**src/rtl/csa_word_sequencer.sv**
```systemverilog
// Sequences a WORD_W-bit add through one shared SLICE_W-bit adder slice, LSB slice first.
// Optional CSA_SEQ_OVF_EN adds a registered two's-complement overflow output (ovf).
module csa_word_sequencer #(
  parameter int unsigned WORD_W  = 32,
  parameter int unsigned SLICE_W = 8
) (
  input  logic               clk,
  input  logic               rst,
  input  logic               in_valid,
  output logic               in_ready,
  input  logic [WORD_W-1:0]  a,
  input  logic [WORD_W-1:0]  b,
  input  logic               cin,
  output logic               out_valid,
  input  logic               out_ready,
  output logic [WORD_W-1:0]  sum,
  output logic               cout,
  output logic               busy,
  output logic [SLICE_W-1:0] add_x,
  output logic [SLICE_W-1:0] add_y,
  output logic               add_cin,
  input  logic [SLICE_W-1:0] add_sum,
  input  logic               add_cout
`ifdef CSA_SEQ_OVF_EN
  ,
  output logic               ovf
`endif
);

  localparam int unsigned NSLICE = WORD_W / SLICE_W;
  localparam int unsigned IDX_W  = (NSLICE > 1) ? $clog2(NSLICE) : 1;
  localparam logic [IDX_W-1:0] LAST_IDX = IDX_W'(NSLICE - 1);

  if (WORD_W % SLICE_W != 0) begin : g_bad_width
    $error("WORD_W must be a multiple of SLICE_W");
  end

  typedef enum logic [1:0] {StIdle, StRun, StDone} state_e;

  state_e             r_state, w_state_next;
  logic [IDX_W-1:0]   r_idx;
  logic [WORD_W-1:0]  r_a, r_b, r_sum;
  logic               r_carry, r_cout;
  logic               w_run, w_last;

  assign w_run  = (r_state == StRun);
  assign w_last = (r_idx == LAST_IDX);

  always_ff @(posedge clk or posedge rst) begin
    if (rst) r_state <= StIdle;
    else     r_state <= w_state_next;
  end

  always_comb begin
    w_state_next = r_state;
    case (r_state)
      StIdle:  if (in_valid) w_state_next = StRun;
      StRun:   if (w_last) w_state_next = StDone;
      StDone:  if (out_ready) w_state_next = StIdle;
      default: w_state_next = StIdle;
    endcase
  end

  assign in_ready  = (r_state == StIdle);
  assign out_valid = (r_state == StDone);
  assign busy      = w_run || out_valid;
  assign add_x     = w_run ? r_a[r_idx*SLICE_W +: SLICE_W] : '0;
  assign add_y     = w_run ? r_b[r_idx*SLICE_W +: SLICE_W] : '0;
  assign add_cin   = w_run ? r_carry : 1'b0;
  assign sum       = r_sum;
  assign cout      = r_cout;

`ifdef CSA_SEQ_OVF_EN
  logic r_ovf;
  logic w_msb_cin;
  // Carry into the MSB recovered from the sum bit of the final slice.
  assign w_msb_cin = r_a[WORD_W-1] ^ r_b[WORD_W-1] ^ add_sum[SLICE_W-1];
  assign ovf       = r_ovf;

  always_ff @(posedge clk or posedge rst) begin
    if (rst)                 r_ovf <= 1'b0;
    else if (w_run && w_last) r_ovf <= w_msb_cin ^ add_cout;
  end
`endif

  always_ff @(posedge clk or posedge rst) begin
    if (rst) begin
      r_idx   <= '0;
      r_a     <= '0;
      r_b     <= '0;
      r_sum   <= '0;
      r_carry <= 1'b0;
      r_cout  <= 1'b0;
    end else begin
      case (r_state)
        StIdle: begin
          if (in_valid) begin
            r_a     <= a;
            r_b     <= b;
            r_carry <= cin;
            r_idx   <= '0;
          end
        end
        StRun: begin
          r_sum[r_idx*SLICE_W +: SLICE_W] <= add_sum;
          r_carry <= add_cout;
          if (w_last) begin
            r_cout <= add_cout;
            r_idx  <= '0;
          end else begin
            r_idx <= r_idx + 1'b1;
          end
        end
        StDone: begin
          if (out_ready) r_idx <= '0;
        end
        default: r_idx <= '0;
      endcase
    end
  end

endmodule

```
**config.mk**
```make
export PLATFORM = sky130hd
export DESIGN_NAME = csa_word_sequencer
export DESIGN_NICKNAME = d
export VERILOG_FILES = /design/src/rtl/csa_word_sequencer.sv
export SDC_FILE = /design/constraint.sdc
export NUM_CORES = 1
export LEC_CHECK = 0
export BUFFER_PORTS_ARGS = -buffer_cell sky130_fd_sc_hd__buf_2
export CAP_MARGIN = 20
export CORE_ASPECT_RATIO = 1.1
export CORE_UTILIZATION = 52
export DETAILED_ROUTE_END_ITERATION = 7
export PLACE_DENSITY = 0.8
export SKIP_LAST_GASP = 1
export SLEW_MARGIN = 20
export SYNTH_ARGS = -nofsm -noshare
export SYNTH_HDL_FRONTEND = slang
export SYNTH_SLANG_ARGS = --single-unit
```
**constraint.sdc**
```tcl
create_clock -name clk -period 3.19 [get_ports clk]
set_clock_uncertainty 0.05 [all_clocks]
set_input_delay 0.1595 -clock clk [delete_from_list [all_inputs] [get_ports clk]]
set_output_delay 0.1595 -clock clk [all_outputs]
set_load 0.03 [all_outputs]
```
---- Word-level counts from Yosys, hierarchy flattened ----
Index checks and enable logic that the tools add are counted.
cells by class
  equal/unequal tests ..................... 6
  mux-type cells .......................... 13
  add/subtract/negate cells ............... 2
  reduce and logical (&&, ||, !) cells .... 8
  shift operators ......................... 4
operators by type and width
  kind                                                                     number
  32-bit by 6-bit indexed part select with 8-bit output                    2
  5-bit negator with 34-bit output                                         1
  8-bit by 34-bit variable shift with 32-bit output, first input constant  1
  8-bit by 34-bit indexed part select with 32-bit output                   1
  32-bit bitwise mux                                                       1
  8-bit two-way mux                                                        2
  2-bit one-hot mux with 3 select lines                                    2
  2-bit two-way mux                                                        5
  2-bit AND reduction                                                      4
  2-bit == test, second input constant                                     2
  2-bit by 1-bit != test with 1-bit output, second input constant          2
  3-bit AND reduction                                                      1
  2-bit by 1-bit adder with 2-bit output, second input constant            1
  2-bit by 1-bit == test with 1-bit output, second input constant          1
  2-bit logical NOT                                                        1
  1-bit two-way mux                                                        2
  2-bit != test, second input constant                                     1
  1-bit one-hot mux with 2 select lines                                    1
  2-bit nonzero test                                                       1
  1-bit logical OR                                                         1
storage, ports and cells
  logic and storage cells ................. 40
  input bits .............................. 78
  flip-flop bits (word level) ............. 102

---- Depth between registers and ports, before layout ----
  depth in word-level cells ............... 3
  depth in mapped cells ................... 8
  gate-level depth less buffers ........... 5

---- Worst setup path after synthesis ----
Ideal clock, no wire load.
  path kind ............................... reg2reg
  from .................................... reg r_idx[1]
  to ...................................... reg r_sum[10], in the netlist sum[10]
  setup slack ............................. 1152 ps
  library setup time ...................... 121 ps
  arrival ................................. 1867 ps
  required time ........................... 3019 ps
  buffers on the path ..................... 3
  stages on the path, launching flop included .. 9
  cells stage by stage .................... dfrtp_1 -> buf_2 -> buf_2 -> inv_1 -> ha_1 -> and2_1 -> and4_2 -> buf_2 -> a22o_1
between the ends
  cells in the longest elaborated chain, start to end .. 3
  elaborated cells between the ends (all ways) .. 4
  classes of those cells .................. add/sub (1); shift (2); mux (1)
ends and longest elaborated chain
  element                                                                                                                             line  text
  start: declaration                                                                                                                  41    logic [IDX_W-1:0] r_idx;
  start signal: assignment                                                                                                            111   r_idx <= r_idx + 1'b1;
  5-bit negator with 34-bit output (*)                                                                                                105   r_sum[r_idx*SLICE_W +: SLICE_W] <= add_sum;
  8-bit by 34-bit indexed part select with 32-bit output / 8-bit by 34-bit variable shift with 32-bit output (equally long branches)  105
  32-bit bitwise mux (*)                                                                                                              105
  end signal: indexed assignment                                                                                                      105
  end: declaration                                                                                                                    42    logic [WORD_W-1:0] r_a, r_b, r_sum;
Mark *: on every way between the ends. The rest lies on a longest branch, timed or not.
A chain may end at the register's enable or synchronous reset.

---- Worst setup path after layout ----
  from .................................... reg r_idx[0]
  to ...................................... out add_y[7]
between the ends
  cells in the longest elaborated chain, start to end .. 2
ends and longest elaborated chain
  element                                                line  text
  32-bit by 6-bit indexed part select with 8-bit output  68    assign add_y = w_run ? r_b[r_idx*SLICE_W +: SLICE_W] : '0;
  8-bit two-way mux                                      68
  end: declaration                                       20    output logic [SLICE_W-1:0] add_y,
No other way between the ends.

==> summary.txt <==
Cells and area
  – Area Growth Syn to Fin: 35.0%
  – Fin cells: ~600
  – Layout cells sized above 1: 47.1%
  – Fillcell total: 567
  – Post-route cell area: 0.00607 mm^2
  – Util after Layout: 72.6%
  – Area of the multi-input gates: 0.00183 mm^2
  – Nets: 575
  – Register area: 0.00255 mm^2
  – Diodes inserted: 0

Floorplanning
  – Starting density of the core: 53.8%
  – IO Pins: 131
  – Horiz. Die Dim: 90.7 um
  – Die height: 99.5 um
  – Rows: 35
  – Die area: 0.00903 mm^2
  – Core Footprint: 0.00836 mm^2

Logic synthesis
  – Ys async rst share: 100%
  – EDFF count, synth: 0
  – Top post-synthesis cells by area: dfrtp_1 (57%), mux2_2 (16%), a22o_1 (6.2%)
  – Top-count cell post-synth: dfrtp_1
  – Post-synth top area share: 56.7%
  – Synth area leader: dfrtp_1
  – Syn Inst Count: 293
  – Commonest cells in the netlist: dfrtp_1 (102), mux2_2 (65), a22o_1 (32), and2_1 (19), buf_2 (11)
  – Register bit total from synthesis: 102
  – Synth Warn #: 0
  – Avg Cell Area, Syn: 15.4 um^2
  – Prevailing post-synth register cell: dfrtp_1
  – Sequential area share after synthesis: a little under three fifths
  – Synth cell types: 29
  – Net Count, Synth: 380
  – Mapped Area: 0.00450 mm^2

Drt
  – Routed length per placed instance: 17.5 um
  – Post-route ant nets: 0
  – # DRC: 0
  – Vias per Instance: 5.40
  – Routed vias: about 3300
  – Drt total wl: 10500 um
  – Initial DRC count: 149
  – Pre-Repair DR Iteration Count: 4

Power and ir drop
  – Leakage: between 2 and 3 nW
  – PwrDens: 967 mW/mm^2
  – VDD IR max: 0.600 mV
  – Total power: 5.87 mW

STA
  – Minimum clock period: 2.63 ns
  – Hold Violations, Final: 0
  – Slew Viols, Final: 0
  – RSZ-0062 raised after global routing: no
  – # setup viols final: 0
  – Actual slew at the worst max-slew pin: roughly 0.74 ns
  – Fmax: 380 MHz
  – Sum Neg Setup Slack: 0 ns
  – Period utilisation layout: 82.5%
  – Slew headroom: between 50% and 60%

Place
  – Cells after DPL: 524
  – Dpl cell area: ~0.0052 mm^2
  – Gp weighted congestion: 0.754
  – Port Buffer Count: 130
  – Post-DP HPWL: 6450 um

Global routing
  – First-pass GRT wire length: 17300 um
  – Vias in the first global route: between 3000 and 4000
  – GR Util met3: 4.43%
  – Met1 Usage GRT: 31.8%
  – Global routing's busiest layer: met2
  – Total track usage: 25.0%
  – Largest net degree at the start of global routing: 86
  – M2 GR Usage: a little over two fifths
  – Initial antenna violation count: 0
  – Remaining Overflow, GRT: 0

Job
  – Maxcap violations: 0

Setup path
  – CP bufs+invs: 2
  – CP max stage cell: dfrtp_1
  – Crit path DAT: between 2 and 2.5 ns
  – Critical path depth in cells: 4
  – Worst Setup EP: add_y[7]
  – Crit. Startpoint: r_idx[0]
  – Cell family with most CP delay: flip-flops
  – WS Path Type: reg -> out
  – Worst R2R Start: r_idx[0]
  – Crit-path max cell delay: 0.77 ns
  – Cells on worst reg2reg path: 5
  – R2R Setup Slk: 0.91 ns
  – FF-to-FF End: sum[30]
  – Crit-path max FO: 12
  – Startpoint Class: flip-flop
  – WP data required: a little under 3 ns
  – Critical path cell sequence: buf_4, mux4_1, and2_1, buf_2
  – Worst Setup End Kind: primary output

Min path
  – Hold WC Path Type: in -> reg

Clock tree
  – CTS tree: built
  – Clk sinks: 102
  – Root Driver: clkbuf_8
  – Clock Latency Late Sink: approximately 0.35 ns
  – Post-CTS Resized: 0
  – Reg clk slew, reported paths: roughly 0.090 ns
  – Num CTS Buffers: 9
  – CTS Buffer Depth: 2
  – CTS HTree Levels: 3

Outcome
  – Status: complete, no violations
-- power breakdown --
| group | switching, mW | internal [mW] | total, mW |
|---|---|---|---|
| sequential | 0.342 | 1.90 | 2.24 |
| combinational | 1.55 | 1.32 | 2.87 |
| clock | 0.453 | 0.316 | 0.769 |
| total | 2.34 | 3.53 | 5.87 |
-- worst register-to-register path: stages (launching register included) --
cell	delay (ns)
dfrtp_1	0.77
inv_2	0.20
ha_1	0.40
nand3b_1	0.22
nor4_4	0.37
a22o_1	0.21
-- layer usage --
metal	routed length, um	vias up
li1	-	1479
met1	4370	1646
met2	5400	114
met3	527	20
met4	250	0
met5	0	-
-- flip-flops by register name, indices dropped and copies added, names as in the netlist --
signal   cells
cout         1
r_carry      1
sum         32
r_idx        2
r_b         32
r_state      2
r_a         32
-- cells by family (layout without fill, tap and decap cells) --
group           Yosys count  after routing  synth area share [%]
flops                   102            102                  56.7
fa+ha+maj                 9              9                  2.50
buf+inv                  21            221                  2.59
compound gates           41             41                  7.43
mux                      81             81                  24.8
simple gates             39             39                  5.95
-- through the flow --
| step | hold WS (ns) | worst slack [ns] |
|---|---|---|
| after floorplan | 0.242 | 0.305 |
| after global placement | 0.340 | 0.947 |
| after detailed placement | 0.345 | 0.917 |
| after CTS | 0.00207 | 0.518 |
| after global routing | 0.00597 | 0.407 |
| final | 0.0110 | 0.558 |
-- worst min path at each step --
stage          startpoint  slack, ns      end  cells after the start
5_1_grt        add_sum[5]      0.006   sum[5]                      2
3_5_place_dp         a[8]       0.35   r_a[8]                      2
2_1_floorplan  add_sum[0]       0.24   sum[0]                      1
3_3_place_gp        a[21]       0.34  r_a[21]                      2
6_report         add_cout       0.01     cout                      2
4_1_cts          add_cout      0.002     cout                      2
-- cells in the final DEF, fill, tap and decap left out --
cell type      instances
buf_2                130
dfrtp_1              102
mux2_2                65
dlygate4sd3_1         64
a22o_1                32
and2_1                19
mux4_2                10
clkbuf_8              10
ha_1                   9
nand2_1                6
mux4_1                 6
inv_1                  4
a31oi_1                4
buf_4                  4
nand2b_1               3
o21ai_0                3
nor4_4                 2
inv_6                  2
clkinv_4               2
nor2_1                 1
and4_2                 1
inv_2                  1
and4_1                 1
nand3b_1               1
nand2_2                1
nor2b_1                1
and3b_1                1
nand3_1                1
a21oi_1                1
nand4b_1               1
a31o_2                 1
inv_8                  1
clkbuf_1               1
clkinv_2               1
buf_12                 1
-- final cells by class --
cell class | count | share of cell area [%]
Sequential cell | 102 | 42.0
Multi-Input combinational cell | 170 | 30.1
Timing Repair Buffer | 199 | 22.1
Clock buffer | 11 | 2.33
Tap cell | 111 | 2.29
Clock inverter | 5 | 0.700
Inverter | 6 | 0.453
-- what timing repair did --
action                                 CTS  global route
endpoints found under the hold margin   63            84
setup endpoints to repair                0             0
setup buffers                            0             0
hold buffers                            63             1
No activity file was read; power rests on OpenSTA's default activity.
